`config.mk`:
```
export PLATFORM = sky130hd
export DESIGN_NAME = scp_signal_conditioner_flat
export DESIGN_NICKNAME = d
export VERILOG_FILES = /design/src/rtl/scp_signal_conditioner_if.sv /design/src/rtl/scp_signal_conditioner.sv /design/src/flat_wrapper.sv
export SDC_FILE = /design/constraint.sdc
export NUM_CORES = 1
export LEC_CHECK = 0
export CAP_MARGIN = 5
export CORE_MARGIN = 4
export CORE_UTILIZATION = 25
export CTS_BUF_LIST = sky130_fd_sc_hd__clkbuf_2
export CTS_CLUSTER_SIZE = 25
export DETAILED_ROUTE_END_ITERATION = 10
export DONT_BUFFER_PORTS = 1
export HOLD_SLACK_MARGIN = 0.05
export MAX_ROUTING_LAYER = met4
export PLACE_DENSITY = 0.45
export SLEW_MARGIN = 20
export SYNTH_ARGS = -nofsm -noshare
export SYNTH_HDL_FRONTEND = slang
export SYNTH_SLANG_ARGS = --single-unit
```
`constraint.sdc`:
```
create_clock -name clock -period 2.2 [get_ports clock]
set_input_delay 0.22 -clock clock [delete_from_list [all_inputs] [get_ports clock]]
set_output_delay 0.22 -clock clock [all_outputs]
set_load 0.05 [all_outputs]
```
`src/rtl/scp_signal_conditioner_if.sv`:
```
// Raw request inputs and conditioned level outputs of scp_signal_conditioner.
// The master side drives the raw requests; the slave side is the conditioner.
interface scp_signal_conditioner_if;
  logic       raw_green;
  logic       raw_yellow;
  logic       raw_red;
  logic       green;
  logic       yellow;
  logic       red;
  logic [1:0] level;
  logic       changed;
  logic [2:0] stuck;

  modport master (
    output raw_green, raw_yellow, raw_red,
    input  green, yellow, red, level, changed, stuck
  );

  modport slave (
    input  raw_green, raw_yellow, raw_red,
    output green, yellow, red, level, changed, stuck
  );
endinterface

```
`src/rtl/scp_signal_conditioner.sv`:
```
// Sync, debounce, priority-arbitrate and hold-time filter for three lamp inputs.
// Optional stuck-channel masking: define SCP_SIGNAL_CONDITIONER_STUCK_DETECT_EN.
module scp_signal_conditioner_chan #(
  parameter int DEBOUNCE_CYCLES = 4,
  parameter int STUCK_CYCLES    = 63
) (
  input  logic clock,
  input  logic reset,
  input  logic raw,
  output logic clean,
  output logic stuck
);
  localparam int DW = $clog2(DEBOUNCE_CYCLES + 1);
  localparam logic [DW-1:0] DB_LAST = DW'(DEBOUNCE_CYCLES - 1);

  logic [1:0]    sync_q;
  logic [DW-1:0] db_cnt;

  always_ff @(posedge clock or posedge reset) begin
    if (reset) begin
      sync_q <= '0;
      db_cnt <= '0;
      clean  <= 1'b0;
    end else begin
      sync_q <= {sync_q[0], raw};
      // Any sample agreeing with the clean level restarts the stability window.
      if (sync_q[1] == clean) begin
        db_cnt <= '0;
      end else if (db_cnt == DB_LAST) begin
        clean  <= ~clean;
        db_cnt <= '0;
      end else begin
        db_cnt <= db_cnt + 1'b1;
      end
    end
  end

`ifdef SCP_SIGNAL_CONDITIONER_STUCK_DETECT_EN
  localparam int SW = $clog2(STUCK_CYCLES + 1);
  localparam logic [SW-1:0] S_MAX = SW'(STUCK_CYCLES);

  logic [SW-1:0] stuck_cnt;

  always_ff @(posedge clock or posedge reset) begin
    if (reset)                   stuck_cnt <= '0;
    else if (!clean)             stuck_cnt <= '0;
    else if (stuck_cnt != S_MAX) stuck_cnt <= stuck_cnt + 1'b1;
  end

  // Gated by clean so the flag drops in the same cycle the level falls.
  assign stuck = clean && (stuck_cnt == S_MAX);
`else
  assign stuck = 1'b0;
`endif
endmodule

module scp_signal_conditioner #(
  parameter int DEBOUNCE_CYCLES = 4,
  parameter int HOLD_CYCLES     = 8,
  parameter int STUCK_CYCLES    = 63
) (
  input  logic                      clock,
  input  logic                      reset,
  scp_signal_conditioner_if.slave   io
);
  localparam logic [1:0] ST_NONE   = 2'd0;
  localparam logic [1:0] ST_GREEN  = 2'd1;
  localparam logic [1:0] ST_YELLOW = 2'd2;
  localparam logic [1:0] ST_RED    = 2'd3;

  localparam int HW = $clog2(HOLD_CYCLES + 1);
  localparam logic [HW-1:0] HOLD_LAST = HW'(HOLD_CYCLES - 1);

  logic [2:0]    clean;
  logic [2:0]    stuck_ch;
  logic [2:0]    masked;
  logic [1:0]    state;
  logic [1:0]    req;
  logic [1:0]    nxt;
  logic [HW-1:0] hold_cnt;
  logic          hold_ok;

  // Bit order {red, yellow, green} throughout.
  scp_signal_conditioner_chan #(
    .DEBOUNCE_CYCLES (DEBOUNCE_CYCLES),
    .STUCK_CYCLES    (STUCK_CYCLES)
  ) u_chan [2:0] (
    .clock (clock),
    .reset (reset),
    .raw   ({io.raw_red, io.raw_yellow, io.raw_green}),
    .clean (clean),
    .stuck (stuck_ch)
  );

  assign masked = clean & ~stuck_ch;

  // State encoding doubles as priority, so plain compares decide preemption.
  always_comb begin
    req = ST_NONE;
    if (masked[2])      req = ST_RED;
    else if (masked[1]) req = ST_YELLOW;
    else if (masked[0]) req = ST_GREEN;
    hold_ok = (hold_cnt >= HOLD_LAST);
    nxt = state;
    if ((req > state) || ((req < state) && hold_ok)) nxt = req;
  end

  // Outputs are registered from the next state so they land with the state.
  always_ff @(posedge clock or posedge reset) begin
    if (reset) begin
      state      <= ST_NONE;
      hold_cnt   <= '0;
      io.green   <= 1'b0;
      io.yellow  <= 1'b0;
      io.red     <= 1'b0;
      io.changed <= 1'b0;
    end else begin
      state      <= nxt;
      io.changed <= (nxt != state);
      io.green   <= (nxt == ST_GREEN);
      io.yellow  <= (nxt == ST_YELLOW);
      io.red     <= (nxt == ST_RED);
      if (nxt != state) hold_cnt <= '0;
      else if (!hold_ok) hold_cnt <= hold_cnt + 1'b1;
    end
  end

  assign io.level = state;
  assign io.stuck = stuck_ch;
endmodule

```
`src/flat_wrapper.sv`:
```
// flat-port wrapper written by rule: the top's interface ports become plain ports
module scp_signal_conditioner_flat 
#(
  parameter int DEBOUNCE_CYCLES = 4,
  parameter int HOLD_CYCLES     = 8,
  parameter int STUCK_CYCLES    = 63
)
  (clock, reset, io_raw_green, io_raw_yellow, io_raw_red, io_green, io_yellow, io_red, io_level, io_changed, io_stuck);
  scp_signal_conditioner_if io_i ();
  input  logic clock;
  input  logic reset;
  input wire logic [$bits(io_i.raw_green)-1:0] io_raw_green;
  input wire logic [$bits(io_i.raw_yellow)-1:0] io_raw_yellow;
  input wire logic [$bits(io_i.raw_red)-1:0] io_raw_red;
  output wire logic [$bits(io_i.green)-1:0] io_green;
  output wire logic [$bits(io_i.yellow)-1:0] io_yellow;
  output wire logic [$bits(io_i.red)-1:0] io_red;
  output wire logic [$bits(io_i.level)-1:0] io_level;
  output wire logic [$bits(io_i.changed)-1:0] io_changed;
  output wire logic [$bits(io_i.stuck)-1:0] io_stuck;
  assign io_i.raw_green = io_raw_green;
  assign io_i.raw_yellow = io_raw_yellow;
  assign io_i.raw_red = io_raw_red;
  assign io_green = io_i.green;
  assign io_yellow = io_i.yellow;
  assign io_red = io_i.red;
  assign io_level = io_i.level;
  assign io_changed = io_i.changed;
  assign io_stuck = io_i.stuck;
  scp_signal_conditioner #(.DEBOUNCE_CYCLES(DEBOUNCE_CYCLES), .HOLD_CYCLES(HOLD_CYCLES), .STUCK_CYCLES(STUCK_CYCLES)) u_core (.clock(clock), .reset(reset), .io(io_i));
endmodule
```
==> load_flow_metrics.sql, run 1 <==
INSERT INTO impl_metrics (metric_group, metric, value, unit) VALUES
('power_and_ir_drop', 'total_power', '1.94', 'mW'),
('power_and_ir_drop', 'p_per_area', '1480', 'nW/um2'),
('cts', 'clock_latency', '0.36', 'ns'),
('die', 'start_util', '26.5', '%'),
('yosys', 'synth_area', '1190', 'um2'),
('grt', 'global_route.overflow_total', '0', ''),
('cts', 'cts_post_setup_buffers_inserted', '0', ''),
('cts', 'cts_sinks', '28', ''),
('yosys', 'post_synth_num_cell_types', '29', ''),
('cts', 'cts_tree', 'built', ''),
('drt', 'routed_length_on_met3', '113', 'um'),
('grt', 'groute.usage.overall', '6.82', '%'),
('cells_and_area', 'fin_nets', '117', ''),
('drt', 'postRouteAntennaNets', '0', ''),
('setup_path', 'worst-endpoint-arrival', '2.14', 'ns'),
('setup_path', 'worstSetupStartpointType', 'flip-flop', ''),
('run_status', 'status', 'complete, no violations', ''),
('drt', 'detail_route.iter0.violations', '34', ''),
('drt', 'post_route_wl', '1.78', 'mm'),
('sta', 'worst-slew-pin-transition', '0.547', 'ns'),
('sta', 'final_sum_of_negative_setup_slack', '0', 'ns'),
('die', 'dieHeight', '76.9', 'um'),
('grt', 'number_of_global_route_vias_before_repair', '690', ''),
('die', 'core_area', '4470', 'um2'),
('worst_hold_path', 'worst_hold_path_type', 'in -> async', ''),
('drt', 'top_signal_layer_used', 'met4', ''),
('cells_and_area', 'fin_area', '1310', 'um2'),
('die', 'number_of_top_level_pins', '14', ''),
('cells_and_area', 'drive_gt1_share', '9.43', '%'),
('die', 'dieArea', '5920', 'um2'),
('drt', 'drtPass1Iterations', '4', ''),
('job', 'drv.max_cap_violation_count', '0', ''),
('cts', 'clk_path_buf_depth', '2', ''),
('cells_and_area', 'layout.cells.non_filler', '158', ''),
('setup_path', 'worstSetupPathType', 'reg -> reg', ''),
('yosys', 'synth-seq-area-share', '59.0', '%'),
('sta', 'final_period_demand_of_the_worst_path', '1.84', 'ns'),
('die', 'die_x', '76.9', 'um'),
('placement', 'post_dp_cell_area', '1250', 'um2'),
('cells_and_area', 'antenna_cells', '0', ''),
('setup_path', 'r2r_slack', '0.36', 'ns'),
('yosys', 'number_of_instances_in_the_synthesized_netlist', '97', ''),
('setup_path', 'nature_of_the_critical_path_endpoint', 'flip-flop', ''),
('cts', 'cts.repair.resized', '0', ''),
('grt', 'grt_antenna_before_repair', '0', ''),
('yosys', 'syn_area_per_cell', '12.2', 'um2'),
('yosys', 'count_of_state_elements_after_synthesis', '28', ''),
('cts', 'cts_root_buf', 'sky130_fd_sc_hd__clkbuf_2', ''),
('setup_path', 'crit_path_max_fanout', '6', ''),
('sta', 'grt_setup_unrepaired', 'no', ''),
('drt', 'met1_routed_wirelength_after_detailed_routing', '855', 'um'),
('die', 'rows', '24', ''),
('placement', 'dp.cells', '150', ''),
('drt', 'routed_via_density', '4.50', ''),
('drt', 'drt-wirelength-per-cell', '11.3', 'um'),
('setup_path', 'worst_ep_required_time', '2.50', 'ns'),
('cts', 'clkSlewWorstSetupHoldPaths', '0.26', 'ns'),
('cells_and_area', 'sequential_cell_area', '701', 'um2'),
('cts', 'numCtsBuffers', '3', ''),
('placement', 'gp_routability_congestion', '0.741', ''),
('sta', 'slew_headroom', '63.6', '%'),
('grt', 'grt_pass1_wl', '3.12', 'mm'),
('placement', 'place.port_buffers', '0', ''),
('cells_and_area', 'multi_input_logic_area', '449', 'um2'),
('sta', 'timing_hold_violations_final', '0', ''),
('sta', 'finalCritPeriodShare', '83.6', '%'),
('power_and_ir_drop', 'reported_leakage_power', '0.609', 'nW'),
('cts', 'cts-htree-levels', '1', ''),
('yosys', 'total_of_warnings_raised_by_yosys', '0', ''),
('cts', 'postCtsHoldBufs', '4', ''),
('drt', 'met2RoutedLength', '791', 'um'),
('drt', 'routed-via-count', '711', ''),
('power_and_ir_drop', 'ir_worst_vdd', '0.000550', 'V'),
('placement', 'dp.final_hpwl', '1.28', 'mm'),
('sta', 'achievable-frequency', '0.544', 'GHz'),
('grt', 'grt_max_degree', '29', ''),
('drt', 'post-route-drc-count', '0', ''),
('sta', 'fin_worst_skew', '0.0139', 'ns'),
('sta', 'setup_viol_count_final', '0', ''),
('sta', 'timing.final.max_slew_violations', '0', ''),
('cells_and_area', 'fillCellCount', '460', ''),
('cells_and_area', 'areaGrowthSynthToFinish', '10.4', '%');
path summary, 6_finish.rpt:
| check | startpoint | endpoint | depth (start not counted) |
|---|---|---|---|
| max | u_core.u_chan[1].clean | u_core.io.green | 6 |
| min | reset | u_core.hold_cnt[2] | 3 |
| max reg2reg | u_core.u_chan[1].clean | u_core.io.green | 6 |
| min reg2reg | u_core.u_chan[2].sync_q[0] | u_core.u_chan[2].sync_q[1] | 0 |
| max in group asynchronous | reset | u_core.u_chan[1].clean | 3 |
| min in group clock | u_core.u_chan[2].sync_q[0] | u_core.u_chan[2].sync_q[1] | 0 |
logic make-up after synthesis:
kind of cell / after synthesis / synth area share, %
AOI/OAI and AO/OA: 17 / 10.7
buffers and inverters: 8 / 3.79
and+or+nand+nor: 30 / 14.3
other: 1 / 0.316
xor gates and xnor gates: 5 / 3.69
muxes: 3 / 2.84
DFF: 28 / 59.0
adders and majority gates: 5 / 5.27
synthesized netlist by cell type:
| library cell | number | share of area (%) |
|---|---|---|
| sky130_fd_sc_hd__o21ai_0 | 1 | 0.42 |
| sky130_fd_sc_hd__o221ai_2 | 1 | 1.3 |
| sky130_fd_sc_hd__a21boi_1 | 1 | 0.63 |
| sky130_fd_sc_hd__o21a_1 | 2 | 1.3 |
| sky130_fd_sc_hd__mux2_1 | 3 | 2.8 |
| sky130_fd_sc_hd__xor2_1 | 1 | 0.74 |
| sky130_fd_sc_hd__o22ai_1 | 1 | 0.53 |
| sky130_fd_sc_hd__nor2b_1 | 5 | 2.6 |
| sky130_fd_sc_hd__xnor2_1 | 4 | 3.0 |
| sky130_fd_sc_hd__nor2b_2 | 1 | 0.74 |
| sky130_fd_sc_hd__ha_1 | 5 | 5.3 |
| sky130_fd_sc_hd__o21ai_1 | 4 | 1.7 |
| sky130_fd_sc_hd__nor3_1 | 6 | 2.5 |
| sky130_fd_sc_hd__conb_1 | 1 | 0.32 |
| sky130_fd_sc_hd__nor2_1 | 4 | 1.3 |
| sky130_fd_sc_hd__nand2_1 | 5 | 1.6 |
| sky130_fd_sc_hd__and3_1 | 1 | 0.53 |
| sky130_fd_sc_hd__a21oi_1 | 3 | 1.3 |
| sky130_fd_sc_hd__dfrtp_1 | 28 | 59 |
| sky130_fd_sc_hd__and4b_1 | 1 | 0.84 |
| sky130_fd_sc_hd__buf_4 | 4 | 2.5 |
| sky130_fd_sc_hd__o211ai_2 | 1 | 1.1 |
| sky130_fd_sc_hd__a211o_1 | 1 | 0.74 |
| sky130_fd_sc_hd__inv_1 | 4 | 1.3 |
| sky130_fd_sc_hd__nor3b_1 | 5 | 3.2 |
| sky130_fd_sc_hd__a211oi_2 | 1 | 1.1 |
| sky130_fd_sc_hd__or2_1 | 1 | 0.53 |
| sky130_fd_sc_hd__a221o_1 | 1 | 0.84 |
| sky130_fd_sc_hd__nand2b_1 | 1 | 0.53 |
worst max-delay path, cell delays in order, from the launching register on:
cell                      delay [ns]
sky130_fd_sc_hd__dfrtp_1        0.50
sky130_fd_sc_hd__or2_1          0.26
sky130_fd_sc_hd__ha_1           0.37
sky130_fd_sc_hd__nand2_1        0.10
sky130_fd_sc_hd__a21oi_1        0.06
sky130_fd_sc_hd__a221o_1        0.31
sky130_fd_sc_hd__and3_1         0.19
layout by cell type (no fill, tap or decap), types with 2 or more instances in the layout:
cell and n:
sky130_fd_sc_hd__nor2_1 4, sky130_fd_sc_hd__o21a_1 2, sky130_fd_sc_hd__conb_1 3, sky130_fd_sc_hd__nand2_1 5, sky130_fd_sc_hd__xnor2_1 4, sky130_fd_sc_hd__nor2b_1 5
sky130_fd_sc_hd__dlygate4sd3_1 4, sky130_fd_sc_hd__o21ai_1 4, sky130_fd_sc_hd__a21oi_1 3, sky130_fd_sc_hd__nor3_1 6, sky130_fd_sc_hd__dfrtp_1 28, sky130_fd_sc_hd__clkbuf_2 3
sky130_fd_sc_hd__nor3b_1 5, sky130_fd_sc_hd__mux2_1 3, sky130_fd_sc_hd__inv_1 4, sky130_fd_sc_hd__ha_1 5, sky130_fd_sc_hd__buf_4 3
report_power, final:
part	switching, mW	internal, mW	total [mW]
Combinational	0.460	0.362	0.822
Sequential	0.246	0.677	0.923
Clock	0.150	0.0395	0.190
Total	0.857	1.08	1.94
sequential cells by signal (all words and copies together) (netlist names):
register              count
u_core.io.red             1
u_core.hold_cnt           4
u_core.u_chan.sync_q      6
u_core.io.changed         1
u_core.io.green           1
u_core.u_chan.clean       3
u_core.io.level           2
u_core.u_chan.db_cnt      9
u_core.io.yellow          1
metrics by stage:
stage               hold WS, ns  worst slack (ns)  utilization, %
floorplan                 0.251             0.309               -
global placement          0.197             0.400            28.0
detailed placement        0.213             0.375            28.0
CTS                       0.302             0.354            29.3
global route              0.303             0.256            29.3
finish                    0.317             0.360            29.3
layer usage:
metal  vias to the layer above  GRT usage [%]
met5                         -              -
met1                       344           8.37
li1                        349              -
met3                         2           3.04
met4                         0           2.17
met2                        16           10.0
cell type report:
type	instances	area share (%)
Tap cell	52	4.96
Inverter	4	1.15
Clock buffer	3	1.15
Clock inverter	1	0.286
Multi-Input combinational cell	63	34.3
Sequential cell	28	53.4
Timing Repair Buffer	7	4.77
No activity file was read; power rests on OpenSTA's default activity.
==> run 2, diff against run 1 <==
--- a/config.mk
+++ b/config.mk
@@ -5,6 +5,7 @@
 export SDC_FILE = /design/constraint.sdc
 export NUM_CORES = 1
 export LEC_CHECK = 0
+export ABC_AREA = 1
 export CAP_MARGIN = 5
 export CORE_MARGIN = 4
 export CORE_UTILIZATION = 25
==> constraint.sdc (replaced) <==
create_clock -name clock -period 1.9 [get_ports clock]
set_input_delay 0.19 -clock clock [delete_from_list [all_inputs] [get_ports clock]]
set_output_delay 0.19 -clock clock [all_outputs]
set_load 0.05 [all_outputs]
==> run 2 against run 1 <==
Clock power is essentially flat; non-clock buffer count is the same; worst setup slack got worse by 0.067 ns.
==> load_flow_metrics.sql, run 2 <==
INSERT INTO impl_metrics (metric_group, metric, value, unit) VALUES
('cts', 'cts_tree', 'built', ''),
('cts', 'clkSlewWorstSetupHoldPaths', '0.22', 'ns'),
('sta', 'setup_viol_count_final', '0', ''),
('setup_path', 'logic_depth_of_the_worst_register_to_register_path', '9', ''),
('placement', 'post_dp_cell_area', '1250', 'um2'),
('die', 'dieHeight', '76.8', 'um'),
('die', 'core_area', '4470', 'um2'),
('setup_path', 'crit-reg2reg-capture', 'u_core.io.green', ''),
('yosys', 'synth.cells.most_frequent', '28 x sky130_fd_sc_hd__dfrtp_1, 15 x sky130_fd_sc_hd__nand2_1, 12 x sky130_fd_sc_hd__inv_1', ''),
('power_and_ir_drop', 'p_per_area', '1720', 'nW/um2'),
('cts', 'cts_root_buf', 'sky130_fd_sc_hd__clkbuf_2', ''),
('grt', 'number_of_global_route_vias_before_repair', '696', ''),
('die', 'number_of_top_level_pins', '14', ''),
('yosys', 'synth-seq-area-share', '59.3', '%'),
('sta', 'achievable-frequency', '0.622', 'GHz'),
('die', 'dieArea', '5890', 'um2'),
('yosys', 'synth_area', '1180', 'um2'),
('cts', 'cts_sinks', '28', ''),
('grt', 'groute.usage.overall', '6.19', '%'),
('cells_and_area', 'layout_top_registers', 'u_core.u_chan.db_cnt: 9 flops, u_core.u_chan.sync_q: 6 flops, u_core.hold_cnt: 4 flops', ''),
('drt', 'post_route_wl', '1.63', 'mm'),
('drt', 'drtPass1Iterations', '4', ''),
('cells_and_area', 'areaGrowthSynthToFinish', '10.8', '%'),
('placement', 'gp_routability_congestion', '0.677', ''),
('sta', 'finalCritPeriodShare', '84.6', '%'),
('cts', 'numCtsBuffers', '3', ''),
('worst_hold_path', 'worst_hold_path_type', 'in -> async', ''),
('cells_and_area', 'flip_flop_count_of_the_largest_register_after_layout', '9', ''),
('yosys', 'synth.top_cell.area_share', '59.3', '%'),
('cts', 'clk_path_buf_depth', '2', ''),
('setup_path', 'worst_ep_required_time', '2.19', 'ns'),
('cts', 'cts-htree-levels', '1', ''),
('cts', 'clock_latency', '0.33', 'ns'),
('drt', 'detail_route.iter0.violations', '16', ''),
('grt', 'grt_max_degree', '29', ''),
('cells_and_area', 'fin_area', '1310', 'um2'),
('placement', 'dp.cells', '164', ''),
('setup_path', 'r2r_slack', '0.29', 'ns'),
('die', 'start_util', '26.4', '%'),
('setup_path', 'worstSetupPathType', 'reg -> reg', ''),
('power_and_ir_drop', 'reported_leakage_power', '0.655', 'nW'),
('placement', 'place.port_buffers', '0', ''),
('sta', 'fin_worst_skew', '0.00470', 'ns'),
('cells_and_area', 'layout.cells.non_filler', '171', ''),
('sta', 'final_period_demand_of_the_worst_path', '1.61', 'ns'),
('yosys', 'prevailing_post_synth_register_cell', 'sky130_fd_sc_hd__dfrtp_1', ''),
('run_status', 'status', 'complete, no violations', ''),
('setup_path', 'crit_path_max_fanout', '6', ''),
('setup_path', 'worst-endpoint-arrival', '1.90', 'ns'),
('grt', 'global_route.overflow_total', '0', ''),
('yosys', 'post_synth_num_cell_types', '23', ''),
('die', 'rows', '24', ''),
('cells_and_area', 'layout_commonest_cell', 'sky130_fd_sc_hd__dfrtp_1', ''),
('yosys', 'count_of_state_elements_after_synthesis', '28', ''),
('job', 'drv.max_cap_violation_count', '0', ''),
('sta', 'grt_setup_unrepaired', 'no', ''),
('yosys', 'syn_area_per_cell', '10.7', 'um2'),
('drt', 'routed-via-count', '689', ''),
('drt', 'routed_via_density', '4.03', ''),
('yosys', 'post-synth-top-count-cell', 'sky130_fd_sc_hd__dfrtp_1', ''),
('die', 'die_x', '76.8', 'um'),
('cells_and_area', 'fin_nets', '131', ''),
('yosys', 'ys_async_sr_fraction', '100', '%'),
('drt', 'postRouteAntennaNets', '0', ''),
('placement', 'detailedPlace.worstSlack', '0.323', 'ns'),
('drt', 'post-route-drc-count', '0', ''),
('cells_and_area', 'regMostFlops', 'u_core.u_chan.db_cnt', ''),
('yosys', 'total_of_warnings_raised_by_yosys', '0', ''),
('cells_and_area', 'antenna_cells', '0', ''),
('grt', 'grt_pass1_wl', '2.94', 'mm'),
('placement', 'dp.final_hpwl', '1.25', 'mm'),
('cells_and_area', 'drive_gt1_share', '21.0', '%'),
('sta', 'final_sum_of_negative_setup_slack', '0', 'ns'),
('setup_path', 'nature_of_the_critical_path_endpoint', 'flip-flop', ''),
('yosys', 'synth_top_area_cell', 'sky130_fd_sc_hd__dfrtp_1', ''),
('sta', 'timing_hold_violations_final', '0', ''),
('drt', 'drt-wirelength-per-cell', '9.53', 'um'),
('setup_path', 'r2r-start', 'u_core.u_chan[1].clean', ''),
('power_and_ir_drop', 'ir_worst_vdd', '0.000802', 'V'),
('sta', 'layout_setup_ws', '0.293', 'ns'),
('setup_path', 'worstSetupStartpointType', 'flip-flop', ''),
('sta', 'timing.final.max_slew_violations', '0', ''),
('cts', 'cts_post_setup_buffers_inserted', '0', ''),
('yosys', 'synth_enable_flop_cells', '0', ''),
('yosys', 'netlist_top_cells_area', 'sky130_fd_sc_hd__dfrtp_1 59%, sky130_fd_sc_hd__ha_1 5.3%, sky130_fd_sc_hd__nand2_1 4.8%', ''),
('grt', 'grt_antenna_before_repair', '0', ''),
('yosys', 'number_of_instances_in_the_synthesized_netlist', '110', ''),
('cells_and_area', 'layout.cells.most_common_list', '28 x sky130_fd_sc_hd__dfrtp_1, 15 x sky130_fd_sc_hd__nand2_1, 12 x sky130_fd_sc_hd__inv_1', '');
[run 2: logic make-up (layout without fill, tap and decap cells)]
logic type | after synthesis | after routing | synth area share (%)
and+or+nand+nor | 45 | 45 | 20.4
DFF | 28 | 28 | 59.3
buffers and inverters | 20 | 27 | 7.30
AOI/OAI and AO/OA | 6 | 6 | 3.49
adders and majority gates | 5 | 5 | 5.29
xor gates and xnor gates | 4 | 4 | 2.96
other | 1 | 3 | 0.317
muxes | 1 | 1 | 0.952
[run 2: power by group]
group	switching, mW	total (mW)	internal (mW)
clock	0.150	0.193	0.0430
combinational	0.646	1.03	0.383
sequential	0.246	1.03	0.781
total	1.04	2.25	1.21
[run 2: layout make-up]
| cell class | instances | area (um2) |
|---|---|---|
| fill | 456 | 3160 |
| sequential | 28 | 701 |
| multi-input combinational | 64 | 403 |
| tap | 52 | 65.1 |
| inverter | 17 | 63.8 |
| timing repair buffer | 7 | 62.6 |
| clock buffer | 3 | 15.0 |
[run 2: how the worst max path moves through the flow]
stage	to	slack (ns)	depth (start not counted)	from
after floorplan	u_core.io.green	0.24	8	u_core.io.level[1]
after global placement	u_core.io.green	0.35	9	u_core.u_chan[2].clean
after detailed placement	u_core.io.green	0.32	9	u_core.u_chan[1].clean
after CTS	u_core.io.green	0.26	9	u_core.u_chan[1].clean
after global routing	u_core.hold_cnt[2]	0.14	8	u_core.u_chan[1].clean
final	u_core.io.green	0.29	9	u_core.u_chan[1].clean
[run 2: layer usage]
layer  GRT usage, %  wire length (um)  part of all wire, %
met5              -                 0                    0
met4          0.543                 0                    0
met3           3.04                91                  5.6
met2           9.76               756                   46
met1           7.45               782                   48
[run 2: worst max-delay path, cell delays in order (launching register included)]
cell and delay [ns]:
sky130_fd_sc_hd__dfrtp_1 0.47, sky130_fd_sc_hd__nor2_1 0.15, sky130_fd_sc_hd__inv_1 0.10, sky130_fd_sc_hd__ha_1 0.33, sky130_fd_sc_hd__nand2_2 0.08, sky130_fd_sc_hd__nand2_4 0.09
sky130_fd_sc_hd__nand2_2 0.07, sky130_fd_sc_hd__o21ai_2 0.16, sky130_fd_sc_hd__inv_2 0.06, sky130_fd_sc_hd__nor2_2 0.06
[run 2: repair_timing]
item | in CTS | in global routing
gates resized for setup | 0 | 0
hold buffers | 4 | 0
hold endpoints to repair | 31 | 0
[run 2: metrics by stage]
| step | total power, mW | util [%] | hold WS, ns |
|---|---|---|---|
| after CTS | 2.29 | 29.3 | 0.318 |
| after global placement | 2.06 | 28.0 | 0.172 |
| after global routing | 2.46 | 29.3 | 0.317 |
| after floorplan | 1.90 | - | 0.221 |
| after detailed placement | 2.08 | 28.0 | 0.173 |
| final | 2.25 | 29.3 | 0.326 |
